--- config.mk ---
export PLATFORM = sky130hd
export DESIGN_NAME = pc_uart_tx_sched
export DESIGN_NICKNAME = d
export VERILOG_FILES = /design/src/rtl/pc_uart_tx_sched.sv
export SDC_FILE = /design/constraint.sdc
export NUM_CORES = 1
export LEC_CHECK = 0
export CAP_MARGIN = 20
export CORE_MARGIN = 4
export CORE_UTILIZATION = 40
export CTS_BUF_LIST = sky130_fd_sc_hd__clkbuf_8
export DETAILED_ROUTE_END_ITERATION = 10
export PLACE_DENSITY_LB_ADDON = 0.2
export SLEW_MARGIN = 20
export SYNTH_ARGS = -nofsm -noshare
export SYNTH_HDL_FRONTEND = slang
export SYNTH_SLANG_ARGS = --single-unit
--- constraint.sdc ---
create_clock -name clk -period 1.5 [get_ports clk]
set_input_delay 0.3 -clock clk [delete_from_list [all_inputs] [get_ports clk]]
set_output_delay 0.3 -clock clk [all_outputs]
set_load 0.01 [all_outputs]
--- src/rtl/pc_uart_tx_sched.sv ---
// pc_uart_tx_sched: shares one byte-wide UART transmitter between two
// requesters that each hand over a whole FRAME_BYTES-byte frame.
// Arbitration is round-robin, and the winner keeps the grant until its frame is done.
// The frame is captured at grant time and sent MSB byte first through the
// transmitter's tx_start/tx_data/tx_rdy handshake.
//
// Ports:
//   clk, rst_n        clock, asynchronous active-low reset
//   req0/req1         level requests, held until the matching done pulse
//   frame0/frame1     frames; byte [8*FRAME_BYTES-1 -: 8] is sent first
//   gnt0/gnt1         requester owns the transmitter (grant through done)
//   done0/done1       one-cycle pulse when that requester's frame has gone out
//   busy              scheduler not in IDLE
//   tx_start/tx_data  one-cycle start pulse and the byte to send
//   tx_rdy            transmitter idle; drops the cycle after a start is taken
module pc_uart_tx_sched #(
    parameter int FRAME_BYTES = 3
) (
    input  logic                     clk,
    input  logic                     rst_n,
    input  logic                     req0,
    input  logic [8*FRAME_BYTES-1:0] frame0,
    input  logic                     req1,
    input  logic [8*FRAME_BYTES-1:0] frame1,
    output logic                     gnt0,
    output logic                     gnt1,
    output logic                     done0,
    output logic                     done1,
    output logic                     busy,
    output logic                     tx_start,
    output logic [7:0]               tx_data,
    input  logic                     tx_rdy
);

    localparam int FW = 8 * FRAME_BYTES;
    localparam int IW = (FRAME_BYTES > 1) ? $clog2(FRAME_BYTES) : 1;

    typedef enum logic [1:0] {IDLE, LOAD, WAIT_BUSY, WAIT_DONE} state_t;

    state_t        state, state_nxt;
    logic [FW-1:0] sh;        // frame in flight, current byte at the top
    logic [FW-1:0] sh_adv;
    logic [FW-1:0] sel_frame;
    logic [IW-1:0] idx;
    logic          rr;        // 1: requester 1 wins a tie
    logic          win;       // 1: requester 1 wins this arbitration
    logic          grant, advance, finish, last;

    assign last      = (idx == IW'(FRAME_BYTES - 1));
    assign sh_adv    = sh << 8;
    assign win       = (req0 && req1) ? rr : req1;
    assign sel_frame = win ? frame1 : frame0;

    always_comb begin
        state_nxt = state;
        grant     = 1'b0;
        advance   = 1'b0;
        finish    = 1'b0;
        case (state)
            IDLE:      if ((req0 || req1) && tx_rdy) begin
                           grant     = 1'b1;
                           state_nxt = LOAD;
                       end
            LOAD:      state_nxt = WAIT_BUSY;
            WAIT_BUSY: if (!tx_rdy) state_nxt = WAIT_DONE;
            WAIT_DONE: if (tx_rdy) begin
                           if (last) begin
                               finish    = 1'b1;
                               state_nxt = IDLE;
                           end else begin
                               advance   = 1'b1;
                               state_nxt = LOAD;
                           end
                       end
            default:   state_nxt = IDLE;
        endcase
    end

    // done is taken straight from the WAIT_DONE exit so it lands in the very
    // cycle the grant is released; gnt is still high during that cycle.
    assign tx_start = (state == LOAD);
    assign busy     = (state != IDLE);
    assign done0    = finish && gnt0;
    assign done1    = finish && gnt1;

    always_ff @(posedge clk or negedge rst_n) begin
        if (!rst_n) begin
            state   <= IDLE;
            sh      <= '0;
            idx     <= '0;
            rr      <= 1'b0;
            gnt0    <= 1'b0;
            gnt1    <= 1'b0;
            tx_data <= 8'h00;
        end else begin
            state <= state_nxt;
            if (grant) begin
                sh      <= sel_frame;
                tx_data <= sel_frame[FW-1 -: 8];
                idx     <= '0;
                gnt0    <= ~win;
                gnt1    <= win;
            end
            // tx_data is loaded on the way into LOAD, so it is already valid
            // while tx_start is high and stays put until the next LOAD.
            if (advance) begin
                sh      <= sh_adv;
                tx_data <= sh_adv[FW-1 -: 8];
                idx     <= idx + IW'(1);
            end
            if (finish) begin
                gnt0 <= 1'b0;
                gnt1 <= 1'b0;
                rr   <= gnt0;   // favour whoever was not just served
            end
        end
    end

endmodule

# Word level (Yosys, flattened, before mapping)
# Cells that the tools add are included.
[word_totals] reg_bits=31 in_bits=53 out_inout_bits=14 wordCells=51
[classes] add_sub_neg=1 eq_ne=7 n_mux=25 n_bitwise=1 n_reduce_logical=10
[ops] cell="2-to-1 mux 16 bit" count=2
[ops] cell="2-to-1 mux 24 bit" count=1
[ops] cell="2-to-1 mux 8 bit" count=2
[ops] cell="2-to-1 mux 1 bit" count=14
[ops] cell="2-to-1 mux 2 bit" count=5
[ops] cell="case mux 2 bit (4 select lines)" count=1
[ops] cell="equality test 2 bit (second input constant)" count=3
[ops] cell="inequality test 2 bit (second input constant)" count=3
[ops] cell="nonzero test 2 bit" count=3
[ops] cell="logical AND 1 bit" count=4
[ops] cell="AND reduction 3 bit" count=1
[ops] cell="adder 2 x 1 -> 2 bit (second input constant)" count=1
[ops] cell="equality test 2 x 1 -> 1 bit (second input constant)" count=1
[ops] cell="zero test 2 bit" count=1
[ops] cell="logical OR 1 bit" count=1
[ops] cell="NOT 1 bit" count=1

# Depth between registers and ports, before layout
[logic_depth] depth_word=6 mapped_depth=7 mapped_depth_nobuf=6

# Least setup slack after synthesis
# OpenSTA, ideal clock, no wires.
[synth_path] kind="register -> register" from="register state[0]" to="register state[1]" setup_ps=125 arrival_ps=1413 required_ps=1375 setup_slack_ps=-38 stages_incl_launch_ff=6 n_path_buf=0 period_less_slack_ps=1538 path_cell_list="dfrtp_1 inv_1 ha_1 mux2_4 o32a_2 mux2_4"
[synth_via] elab_chain_cells=3 word_cells_on_any_way=9 cone_classes="eq/ne: 6; mux: 1; reduce/logical: 2"
[synth_rtl] element="start, declared" line_no="40" rtl="state_t state, state_nxt;"
[synth_rtl] element="start signal, assigned" line_no="96" rtl="state <= state_nxt;"
[synth_rtl] element="equality test 2 bit / zero test 2 bit (equally long branches)" line_no="59" rtl="case (state)"
[synth_rtl] element="inequality test 2 bit (no line)"
[synth_rtl] element="AND reduction 3 bit (no line)"
# Parallel ways exist; a longest one is shown, timed or not.
# A chain may end at the register's enable or synchronous reset.

# Final worst setup path
[layout_path] from="register state[1]" to="register sh[15]"
[layout_via] elab_chain_cells=3 word_cells_on_any_way=6 cone_classes="eq/ne: 1; mux: 3; reduce/logical: 2"
[layout_rtl] element="equality test 2 bit / zero test 2 bit (equally long branches)" line_no="59"
[layout_rtl] element="2-to-1 mux 1 bit" line_no="59"
[layout_rtl] element="2-to-1 mux 16 bit / nonzero test 2 bit (equally long branches)"
[layout_rtl] element="end signal, assigned" line_no="98" rtl="sh <= sel_frame;"
[layout_rtl] element="end signal, assigned" line_no="107" rtl="sh <= sh_adv;"
[layout_rtl] element="end, declared" line_no="41" rtl="logic [FW-1:0] sh;"
# Parallel ways exist; a longest one is shown, timed or not.

==> metrics <==
total gr overflow=0; multi-input logic area=988 um2; routed len/inst=17.8 um; critical path class=flop to flop; nets@finish=approximately 320; vias in the first global route=1796; io pins=67; startpoint types=flop; fill count=205; register bit total from synthesis=31; worst-case clock skew=between 1.5 and 2 ps; largest net degree at the start of global routing=32; Netlist cell types=31; WP buf/inv=6; most frequent CP cell=buf_6; Cell Area, Placed=between 0.002 and 0.003 mm2; # diodes=0; Sequential cell area=approximately 780 um2; share of cells above drive strength 1=0.382; Post-CTS Hold Buffers=0; Yosys top cell by area=dfrtp_1; via count=1689; Layout Utilization=0.801; Port Buffers=66; CORE AREA=roughly 0.0038 mm2; worst skew pair latency=270 ps; Row Count=22; drt drc=0; Worst-path clk slew=about 60 ps; CP required=1650 ps; Worst Reg-to-Reg Cells=9; global routing met1 resource utilization=0.251; Area Overhead vs Synth=88.3%; FMAX=611 MHz; final setup TNS=-3150 ps; CP cell instances=buf_6 > inv_4 > buf_6 > ha_4 > inv_4 > buf_6 > nor3_4 > buf_6 > a21oi_2; Post-synth EDFFs=0; crit-path max cell delay=440 ps; Hold Crit Class=primary input to asynchronous set/reset pin; RSZ-0062 raised after global routing=true; first-pass GRT wire length=8690 um; final WL=between 5000 and 6000 um; initial antenna violation count=0; Syn. warnings=0; GP Congestion=0.796; Post-synth top cells=dfrtp_1, o22ai_1, a21oi_1, nand2_1, mux2i_1; clk buf depth=2; endpoints failing setup=34; final slew viol count=0; Syn Inst Count=156; critical path depth in cells=9; CP endpoint kind=flop; period utilization=1.09; CP delay by family, top=buffers and inverters; Critical Path AT=1790 ps; Cells after DPL=288; final worst setup slack=-136 ps; Starting Density=0.425; Die ar.=a little over 0.005 mm2; met2 Resource Use GR=0.387; cts bufs inserted=5; Netlist Area Pre-Place=0.00160 mm2; drt first pass iters=4; clock sink total=31; PD cells=1800 mW/mm2; post-route design area=0.00302 mm2; DRT iter0 DRCs=a little over 100; Die Span X=71.3 um; violated checks=setup timing; Pleak=about 1.4 nW; Post-DRT Antenna Nets=0; CTS root buf=clkbuf_8; Seq/Total Area, Yosys=0.484; Max Cap Viol=0; Slowest cell on crit path=dfrtp_2; top cell type's share of synthesized area=0.484; Pwr Total=about 5.4 mW; DP HPWL=3540 um; crit path time final=1640 ps; fin cells=approximately 310; top-count cell post-synth=dfrtp_1; share of synthesized registers carrying an async set or reset=1.00; synth top area cells=dfrtp_1, o22ai_1, mux2i_1; CTS tree=done; global routing's busiest layer=met2; Worst slew margin=0.807; Syn Nets=about 220; GRT Total Usage=0.214; Hold Fails Final Rpt=0; Worst VDD drop=just under 0.0008 V; DR vias/cell=~5.5; ys flop type=dfrtp_1; Tightest Pin Transition=289 ps; met3 usage=0.0561; crit path max fanout=7; synthesized area per cell=between 10 and 15 um2; H-tree depth=2; Die Y=71.3 um; status=complete, but fails checks
[stage by stage]
step           setup slack (ps)  hold slack, ps
2_1_floorplan             -23.8            4.41
3_3_place_gp               -409             469
3_5_place_dp               -422             476
4_1_cts                    -140             395
5_1_grt                    -263             422
6_report                   -136             389
[state kept, by name (all words and copies together) (netlist names)]
name and count:
idx 2, gnt0 1, tx_data 8, rr 1
state 2, sh 16, gnt1 1
[routing by layer]
| layer | vias up | wire [um] | share of wire |
|---|---|---|---|
| li1 | 788 | - | - |
| met1 | 804 | 2140 | 0.39 |
| met2 | 79 | 2810 | 0.51 |
| met3 | 18 | 354 | 0.065 |
| met4 | 0 | 170 | 0.031 |
| met5 | - | 0 | 0 |
[kinds of logic after synthesis]
logic type                 Yosys count  synth area share
DFF                                 31             0.484
buffers and inverters               15            0.0507
AOI/OAI and AO/OA                   62             0.237
muxes                               14            0.0944
and+or+nand+nor                     28            0.0874
adders and majority gates            6            0.0468
[area by class of cell]
cell class / instances / area share
sequential: 31 / 0.257
tap: 48 / 0.0199
multi-input combinational: 110 / 0.327
clock buffer: 5 / 0.0228
inverter: 6 / 0.00994
clock inverter: 2 / 0.0112
timing repair buffer: 105 / 0.352
[cell usage in the layout, fill, tap and decap left out, drive strengths merged]
cell type and n:
a21oi 14, a22oi 3, and2 2, and3 1
and3b 1, buf 43, bufinv 1, clkbuf 5
clkdlybuf4s50 53, dfrtp 31, dlygate4sd2 1, dlymetal6s2s 8
ha 6, inv 7, mux2 3, mux2i 11
nand2 14, nand2b 2, nand3b 1, nor2 4
nor2b 1, nor3 1, nor3b 1, o211a 1
o211ai 1, o21ai 14, o22ai 26, o31ai 2
o32a 1
[worst paths after layout]
check,end,start,slack [ps]
max in group asynchronous,state[1]$_DFFE_PN0P_,rst_n,940
max reg2reg,sh[15]$_DFFE_PN0P_,state[1]$_DFFE_PN0P_,-140
max,sh[15]$_DFFE_PN0P_,state[1]$_DFFE_PN0P_,-140
min,state[0]$_DFFE_PN0P_,rst_n,390
min in group clk,idx[1]$_DFFE_PN0P_,idx[1]$_DFFE_PN0P_,500
min reg2reg,idx[1]$_DFFE_PN0P_,idx[1]$_DFFE_PN0P_,500
[report_power, final]
part           total (mW)  internal (mW)  switching, mW  leakage (nW)
sequential           1.58           1.26          0.320         0.371
clock               0.768          0.479          0.289        0.0554
combinational        3.08           1.70           1.39         0.956
total                5.43           3.44           2.00          1.38
[worst register-to-register path, stage by stage, from the launching register on]
cell and delay, ps:
dfrtp_2 440, buf_6 130, inv_4 50, buf_6 100, ha_4 160, inv_4 40, buf_6 110, nor3_4 220
buf_6 200, a21oi_2 80
[repair_timing]
action | 4_1_cts | 5_1_grt
gates resized for setup | 67 | 34
pin swaps | 6 | 7
gates cloned | 2 | 0
endpoints found under the setup margin | 33 | 41
setup buffers | 5 | 6
Power figures use the tool's default switching activity.
